$ cat src/rtl/id_ex_issue_pkg.sv
// rtl/id_ex_issue_pkg.sv - opcode, funct and ALU class constants for the ID/EX issue stage
package id_ex_issue_pkg;

    localparam logic [5:0] OP_RTYPE = 6'b000000;
    localparam logic [5:0] OP_J     = 6'b000010;
    localparam logic [5:0] OP_JAL   = 6'b000011;
    localparam logic [5:0] OP_BEQ   = 6'b000100;
    localparam logic [5:0] OP_BNE   = 6'b000101;
    localparam logic [5:0] OP_ADDI  = 6'b001000;
    localparam logic [5:0] OP_ADDIU = 6'b001001;
    localparam logic [5:0] OP_SLTI  = 6'b001010;
    localparam logic [5:0] OP_SLTIU = 6'b001011;
    localparam logic [5:0] OP_ANDI  = 6'b001100;
    localparam logic [5:0] OP_ORI   = 6'b001101;
    localparam logic [5:0] OP_XORI  = 6'b001110;
    localparam logic [5:0] OP_LUI   = 6'b001111;
    localparam logic [5:0] OP_LB    = 6'b100000;
    localparam logic [5:0] OP_LW    = 6'b100011;
    localparam logic [5:0] OP_SB    = 6'b101000;
    localparam logic [5:0] OP_SW    = 6'b101011;

    localparam logic [5:0] FN_JALR  = 6'b001001;

    localparam logic [3:0] ALU_R    = 4'b0000;
    localparam logic [3:0] ALU_MEM  = 4'b0111;
    localparam logic [3:0] ALU_LUI  = 4'b1000;
    localparam logic [3:0] ALU_ADDI = 4'b1001;
    localparam logic [3:0] ALU_ANDI = 4'b1010;
    localparam logic [3:0] ALU_ORI  = 4'b1011;
    localparam logic [3:0] ALU_XORI = 4'b1100;
    localparam logic [3:0] ALU_SLTI = 4'b1101;
    localparam logic [3:0] ALU_SLTU = 4'b1110;
    localparam logic [3:0] ALU_JUMP = 4'b1111;

    typedef enum logic [1:0] {
        EXT_SIGN = 2'd0,
        EXT_ZERO = 2'd1,
        EXT_LUI  = 2'd2
    } ext_mode_e;

    // R-type functs the EX ALU implements; anything else traps as illegal
    function automatic logic is_legal_funct(input logic [5:0] funct);
        case (funct)
            6'b000000, 6'b000010, 6'b000011, 6'b000100, 6'b000110, 6'b000111,
            6'b001000, 6'b001001, 6'b100000, 6'b100001, 6'b100010, 6'b100011,
            6'b100100, 6'b100101, 6'b100110, 6'b100111, 6'b101010, 6'b101011:
                is_legal_funct = 1'b1;
            default:
                is_legal_funct = 1'b0;
        endcase
    endfunction

endpackage

$ cat src/rtl/id_ex_issue_alu_ctrl_decode.sv
// rtl/id_ex_issue_alu_ctrl_decode.sv - combinational instruction to ALU control decode
module alu_ctrl_decode
    import id_ex_issue_pkg::*;
(
    input  logic [31:0] instr,
    output logic [3:0]  aluop,
    output logic [5:0]  calcode,
    output logic [4:0]  shamt,
    output ext_mode_e   ext_mode,
    output logic        bsel_rt,
    output logic [4:0]  wreg,
    output logic        regwrite,
    output logic        jumplink,
    output logic        illegal
);

    logic [5:0] op;
    logic [5:0] funct;

    assign op    = instr[31:26];
    assign funct = instr[5:0];

    always_comb begin
        aluop    = ALU_JUMP;
        calcode  = 6'd0;
        shamt    = 5'd0;
        ext_mode = EXT_SIGN;
        bsel_rt  = 1'b0;
        wreg     = instr[20:16];
        regwrite = 1'b0;
        jumplink = 1'b0;
        illegal  = 1'b0;
        case (op)
            OP_RTYPE: begin
                wreg    = instr[15:11];
                bsel_rt = 1'b1;
                if (is_legal_funct(funct)) begin
                    calcode  = funct;
                    shamt    = instr[10:6];
                    regwrite = 1'b1;
                    if (funct == FN_JALR) begin
                        aluop    = ALU_JUMP;
                        jumplink = 1'b1;
                    end else begin
                        aluop = ALU_R;
                    end
                end else begin
                    illegal = 1'b1;
                end
            end
            OP_LW, OP_LB: begin
                aluop    = ALU_MEM;
                regwrite = 1'b1;
            end
            OP_SW, OP_SB: aluop = ALU_MEM;
            OP_LUI: begin
                aluop    = ALU_LUI;
                ext_mode = EXT_LUI;
                regwrite = 1'b1;
            end
            OP_ADDI, OP_ADDIU: begin
                aluop    = ALU_ADDI;
                regwrite = 1'b1;
            end
            OP_ANDI: begin
                aluop    = ALU_ANDI;
                ext_mode = EXT_ZERO;
                regwrite = 1'b1;
            end
            OP_ORI: begin
                aluop    = ALU_ORI;
                ext_mode = EXT_ZERO;
                regwrite = 1'b1;
            end
            OP_XORI: begin
                aluop    = ALU_XORI;
                ext_mode = EXT_ZERO;
                regwrite = 1'b1;
            end
            OP_SLTI: begin
                aluop    = ALU_SLTI;
                regwrite = 1'b1;
            end
            OP_SLTIU: begin
                aluop    = ALU_SLTU;
                regwrite = 1'b1;
            end
            OP_JAL: begin
                wreg     = 5'd31;
                jumplink = 1'b1;
                regwrite = 1'b1;
            end
            OP_BEQ, OP_BNE: bsel_rt = 1'b1;
            OP_J: ;
            default: illegal = 1'b1;
        endcase
        // $0 is hardwired, so a write to it is dropped here rather than in the regfile
        if (wreg == 5'd0) begin
            regwrite = 1'b0;
        end
    end

endmodule

$ cat src/rtl/id_ex_issue.sv
// rtl/id_ex_issue.sv - ID/EX register with operand select, stall hold and flush bubble
module id_ex_issue
    import id_ex_issue_pkg::*;
#(
    parameter logic [31:0] RESET_PC = 32'h0000_3000,
    parameter logic [31:0] LINK_OFS = 32'd8
) (
    input  logic        clk,
    input  logic        reset,
    input  logic        id_valid,
    input  logic [31:0] id_instr,
    input  logic [31:0] id_pc,
    input  logic [31:0] id_rs_data,
    input  logic [31:0] id_rt_data,
    input  logic        stall,
    input  logic        flush,
    output logic        ex_valid,
    output logic [31:0] ex_A,
    output logic [31:0] ex_B,
    output logic [3:0]  ex_ALUop,
    output logic [5:0]  ex_calCode,
    output logic [4:0]  ex_s,
    output logic [31:0] ex_extImm,
    output logic        ex_ALUjumplink,
    output logic [31:0] ex_PCadd,
    output logic [31:0] ex_pc,
    output logic [4:0]  ex_wreg,
    output logic        ex_regwrite,
    output logic        ex_illegal
);

    logic [3:0]  d_aluop;
    logic [5:0]  d_calcode;
    logic [4:0]  d_shamt;
    ext_mode_e   d_ext_mode;
    logic        d_bsel_rt;
    logic [4:0]  d_wreg;
    logic        d_regwrite;
    logic        d_jumplink;
    logic        d_illegal;
    logic [31:0] ext_imm;

    alu_ctrl_decode u_decode (
        .instr    (id_instr),
        .aluop    (d_aluop),
        .calcode  (d_calcode),
        .shamt    (d_shamt),
        .ext_mode (d_ext_mode),
        .bsel_rt  (d_bsel_rt),
        .wreg     (d_wreg),
        .regwrite (d_regwrite),
        .jumplink (d_jumplink),
        .illegal  (d_illegal)
    );

    always_comb begin
        ext_imm = {{16{id_instr[15]}}, id_instr[15:0]};
        case (d_ext_mode)
            EXT_ZERO: ext_imm = {16'd0, id_instr[15:0]};
            EXT_LUI:  ext_imm = {id_instr[15:0], 16'd0};
            default:  ext_imm = {{16{id_instr[15]}}, id_instr[15:0]};
        endcase
    end

    always_ff @(posedge clk) begin
        if (reset || flush || (!stall && !id_valid)) begin
            ex_valid       <= 1'b0;
            ex_A           <= 32'd0;
            ex_B           <= 32'd0;
            ex_ALUop       <= ALU_JUMP;
            ex_calCode     <= 6'd0;
            ex_s           <= 5'd0;
            ex_extImm      <= 32'd0;
            ex_ALUjumplink <= 1'b0;
            ex_PCadd       <= 32'd0;
            ex_pc          <= RESET_PC;
            ex_wreg        <= 5'd0;
            ex_regwrite    <= 1'b0;
            ex_illegal     <= 1'b0;
        end else if (!stall) begin
            ex_valid       <= 1'b1;
            ex_A           <= id_rs_data;
            ex_B           <= d_bsel_rt ? id_rt_data : ext_imm;
            ex_ALUop       <= d_aluop;
            ex_calCode     <= d_calcode;
            ex_s           <= d_shamt;
            ex_extImm      <= ext_imm;
            ex_ALUjumplink <= d_jumplink;
            ex_PCadd       <= id_pc + LINK_OFS;
            ex_pc          <= id_pc;
            ex_wreg        <= d_wreg;
            ex_regwrite    <= d_regwrite;
            ex_illegal     <= d_illegal;
        end
    end

endmodule

$ cat config.mk
export PLATFORM = sky130hd
export DESIGN_NAME = id_ex_issue
export DESIGN_NICKNAME = d
export VERILOG_FILES = /design/src/rtl/id_ex_issue_pkg.sv /design/src/rtl/id_ex_issue_alu_ctrl_decode.sv /design/src/rtl/id_ex_issue.sv
export SDC_FILE = /design/constraint.sdc
export NUM_CORES = 1
export LEC_CHECK = 0
export ABC_AREA = 1
export CORE_MARGIN = 5
export CORE_UTILIZATION = 45
export CTS_BUF_LIST = sky130_fd_sc_hd__clkbuf_8
export DETAILED_ROUTE_END_ITERATION = 8
export GPL_ROUTABILITY_DRIVEN = 0
export PLACE_DENSITY_LB_ADDON = 0.12
export SLEW_MARGIN = 15
export SYNTH_ARGS = -nofsm -noshare
export SYNTH_HDL_FRONTEND = slang
export SYNTH_HIERARCHICAL = 1
export SYNTH_SLANG_ARGS = --single-unit
$ cat constraint.sdc
create_clock -name clk -period 3.5 [get_ports clk]
set_clock_uncertainty 0.15 [all_clocks]
set_input_delay 0.875 -clock clk [delete_from_list [all_inputs] [get_ports clk]]
set_output_delay 0.875 -clock clk [all_outputs]
set_load 0.02 [all_outputs]
Yosys cells after proc, flatten, opt, wreduce, memory -nomap -nowiden
Memories as Yosys holds them, arrays and structs flattened. Cells that the tools add are included.

Register bits after elaboration: 184. ROM bits: 64. Input port bits: 133. Output and inout port bits: 184. Logic and storage cells: 68. Memories: 1.

Memories: (no name shown) (words 64, bits a word 1, rd ports 1, clocked after memory_dff 0, write ports 0, line id_ex_issue_pkg.sv:43) `case (funct)`.

Add/subtract/negate cells: 1. Equality and inequality tests: 19. Muxes and demuxes: 21. Reduce and logical (&&, ||, !) cells: 13.

Operators with widths (number): $pmux W32 S2 (1); $eq A6 B4 Y1 const B (9); $pmux W4 S9 (1); $add A32 B4 Y32 const B (1); $mux W32 (1); $eq A6 B6 Y1 const B (4); $reduce_or A16 Y1 (1); $eq A6 B2 Y1 const B (2); $eq A6 B3 Y1 const B (2); $mux W6 (2); $reduce_or A11 Y1 (1); $mux W5 (2); $pmux W5 S2 (1); $mux W4 (2); $mux W1 (7); $logic_not A6 Y1 (1); $pmux W1 S2 (3); $reduce_or A3 Y1 (2); $logic_not A5 Y1 (1); $pmux W2 S2 (1); $reduce_or A4 Y1 (1); $eq A2 B1 Y1 const B (1); $eq A2 B2 Y1 const B (1); $logic_not A1 Y1 (2); 3 further kinds (4).

Logic depth before layout (Yosys ltp)
Depth in word-level cells: 6. Depth in mapped cells: 13.

By module
The synthesis kept the hierarchy.

Modules (own cells, without submodules): id_ex_issue (instances 1, cells each 1087, area an instance 7633.6 um2, seq. area each 3623.5 um2); alu_ctrl_decode (instances 1, cells each 120, area an instance 546.8 um2, seq. area each 0.0 um2).

Worst setup path after synthesis
Ideal clock, no wire load.

Path kind: input to register. Start: input port id_instr[30]. End: register ex_B[10]. Setup time: 0.115 ns. Arrival: 2.497 ns. Slack: 0.738 ns. Cell stages on the path: 13. Path through: nor2_2 -> buf_4 -> nand3_1 -> nor2_1 -> inv_1 -> ha_1 -> nor2_2 -> buf_2 -> nor2_1 -> inv_1 -> o21ai_0 -> o21ai_0 -> inv_1.

Longest elaborated chain between the ends: 6.

Ends and longest elaborated chain: from (decl) (line id_ex_issue.sv:11) `input logic [31:0] id_instr,`; $eq A6 B4 Y1 (line id_ex_issue_alu_ctrl_decode.sv:33) `case (op)`; $reduce_or A3 Y1 (no source line); $pmux W2 S2 (*) (line id_ex_issue_alu_ctrl_decode.sv:33); net d_ext_mode[0] (line id_ex_issue.sv:35) `ext_mode_e d_ext_mode;`; $eq A2 B2 Y1 / $eq A2 B1 Y1 (equally long branches) (line id_ex_issue.sv:58) `case (d_ext_mode)`; $pmux W32 S2 (*) (line id_ex_issue.sv:58); $mux W32 (*) (line id_ex_issue.sv:83) `ex_B <= d_bsel_rt ? id_rt_data : ext_imm;`; to (signal assigned) (line id_ex_issue.sv:83); to (decl) (line id_ex_issue.sv:19) `output logic [31:0] ex_B,`.

The timed path passes the listed nets; every way through them passes the cells marked *. A chain may end at the register's enable or synchronous reset.

Final worst setup path
Start: input port id_instr[28]. End: register ex_B[16].

Same word-level chain as after synthesis.

==> results_dict.tcl <==
set metrics [dict create \
    status "finished clean" \
    vdd_ir_drop_max_mv 0.271 \
    total_leakage_power_nw 4.85 \
    period_needed_ns 2.86 \
    fp.dieH_um 145 \
    ys_types 34 \
    period_share_pct 81.7 \
    rows 49 \
    route.detailed.drc 0 \
    required_ns 3.75 \
    tritoncts "yes" \
    num_antenna_cells 0 \
    grt.total_usage_pct 24.5 \
    async_flop_share_pct 0 \
    drt_iter0_drc 704 \
    die-area_mm2 0.0210 \
    crit_type "in2reg" \
    grt_pass1_wl_um 40600 \
    syn_nets 1343 \
    nNetsFinal 1615 \
    wirelength_um 26700 \
    fp.dieW_um 145 \
    finalHoldViolations 0 \
    setup_viol 0 \
    layout_common_cells "324 x nand2_1, 310 x clkdlybuf4s50_1, 181 x dfxtp_1, 176 x nor2_1, 125 x a21oi_1" \
    ys_seq_elements 181 \
    start_kind "primary input" \
    worst_setup_path_end_kind "flop" \
    final_common_cell "nand2_1" \
    grt_max_degree 98 \
    worst_pin_slew_ns 1.01 \
    io_buffers 311 \
    vias 8673 \
    synth.largest_area_cell "dfxtp_1" \
    grt_pass1_vias 7777 \
    ctsResizeCount 0 \
    grt.overflow.total 0 \
    reg2reg_slack_ns 2.55 \
    yosys_warnings 6 \
    cp.arrival_ns 3.11 \
    fp.coreArea_mm2 0.0179 \
    cts_buffer_depth 2 \
    antenna_found_initial 0 \
    synth_area_mm2 0.00818 \
    synth_cells 1207 \
    drt_pass1_iterations 6 \
    hold_path_class "reg2reg" \
    synthTopCellsByArea "dfxtp_1 44%, nand2_1 15%, nor2_1 8.1%" \
    synth_seq_area_share_pct 44.3 \
    clkTransAtPathRegs_ns 0.10 \
    wl_per_cell_um 15.5 \
    fmax_ghz 0.350 \
    syn_to_final_growth_pct 42.8 \
    final_layout_size_suffix_gt1_share_pct 4.69 \
    dp.final_hpwl_um 19300 \
    htree_levels 4 \
    slew_headroom_pct 32.8 \
    clock_sinks 181 \
    fin_setup_tns_ns 0 \
    syn_avg_cell_area_um2 6.78 \
    insertion_delay_ns 0.45 \
    numCtsBuffers 17 \
    ys.flop_type "dfxtp_1" \
    initial_core_util_pct 45.7 \
    synth_top_area_share_pct 44.3 \
    cap_violations 0 \
    ant_nets 0 \
    cp_max_fo 15 \
    ioPinCount 317 \
    postCtsSetupBuffers 0 \
    p_per_area_mw_per_mm2 366 \
    drv_slew 0 \
    synth-edff-count 0 \
    rsz0062_at_grt "false" \
    finalPower_mw 4.28 \
    drt-vias-per-instance 5.04 \
    cts_root_buf "clkbuf_8" \
    ctsHoldBuffers 0 \
]
## sequential cells by signal (all words and copies together) (netlist names), 4 cells and up
register / count
ex_PCadd: 32
ex_calCode: 6
ex_extImm: 32
ex_wreg: 5
ex_B: 32
ex_ALUop: 4
ex_pc: 29
ex_A: 32
ex_s: 5
## final timing paths
check                                          startpoint                         to  cells after the start
worst min register to register     ex_pc[30]$_SDFFE_PP0N_     ex_pc[30]$_SDFFE_PP0N_                      2
worst max-delay path                         id_instr[28]      ex_B[16]$_SDFFE_PP0N_                     10
worst max register to register  ex_PCadd[12]$_SDFFE_PP0N_  ex_PCadd[12]$_SDFFE_PP0N_                      4
worst min-delay path               ex_pc[30]$_SDFFE_PP0N_     ex_pc[30]$_SDFFE_PP0N_                      2
## kinds of logic after synthesis
logic type,count (synthesis),share of synthesized area (%)
AOI/OAI and AO/OA,259,16.3
xor gates and xnor gates,1,0.107
adders and majority gates,3,0.459
buffers and inverters,189,10.3
DFF,181,44.3
other,1,0.0458
and+or+nand+nor,573,28.5
## power breakdown
part | internal (mW) | total, mW | switching (mW)
Clock | 0.580 | 1.40 | 0.822
Combinational | 0.322 | 0.725 | 0.403
Sequential | 2.12 | 2.15 | 0.0297
## cells in the mapped netlist, types with 2 or more instances
library cell and n:
nand2_1 324, dfxtp_1 181, nor2_1 176, a21oi_1 125, inv_1 110, o21ai_0 103, nand3_1 39, buf_2 29
buf_4 20, clkbuf_1 19, a31oi_1 15, nand4_1 11, o21ai_1 10, inv_2 6, nor2_4 6, nor3_1 6
nor2_2 4, ha_1 3, a211oi_1 2, clkbuf_8 2, nand2_2 2, nand3_2 2
## per-layer routing
| layer | track usage (%) | up-vias | part of all wire, % |
|---|---|---|---|
| li1 | - | 4372 | - |
| met1 | 31.7 | 3936 | 41 |
| met2 | 39.6 | 330 | 47 |
| met3 | 7.69 | 35 | 10 |
| met4 | 6.97 | 0 | 1.8 |
| met5 | 0 | - | 0 |
## area by class of cell
type | count | area, um2
clock buffers | 17 | 234
clock inverters | 15 | 144
fillers | 1630 | 6220
inverters | 118 | 453
multi-input cells | 837 | 3720
flip-flops and latches | 181 | 3620
well taps | 229 | 287
repair buffers | 324 | 3220
## critical path, cell delays in order
cell and delay [ns]:
clkdlybuf4s50_1 0.60, nand3_1 0.13, nor2_1 0.16, inv_1 0.06, ha_1 0.34, inv_1 0.07
nand2_1 0.27, o21ai_0 0.37, nand2_1 0.09, a31oi_1 0.13
## metrics by stage
| stage | instance area (um2) | utilization, % | setup WS (ns) | std cells | hold slack (ns) |
|---|---|---|---|---|---|
| after floorplan | 8180 | - | 0.738 | 1207 | 0.383 |
| after global placement | 11300 | 63.1 | 0.187 | 1689 | 0.292 |
| after detailed placement | 11300 | 63.1 | 0.168 | 1689 | 0.305 |
| after CTS | 11700 | 65.2 | 0.676 | 1721 | 0.320 |
| after global routing | 11700 | 65.2 | 0.411 | 1721 | 0.336 |
| final | 11700 | 65.2 | 0.640 | 1721 | 0.317 |
Note: power is estimated with default switching activity, not from simulation.
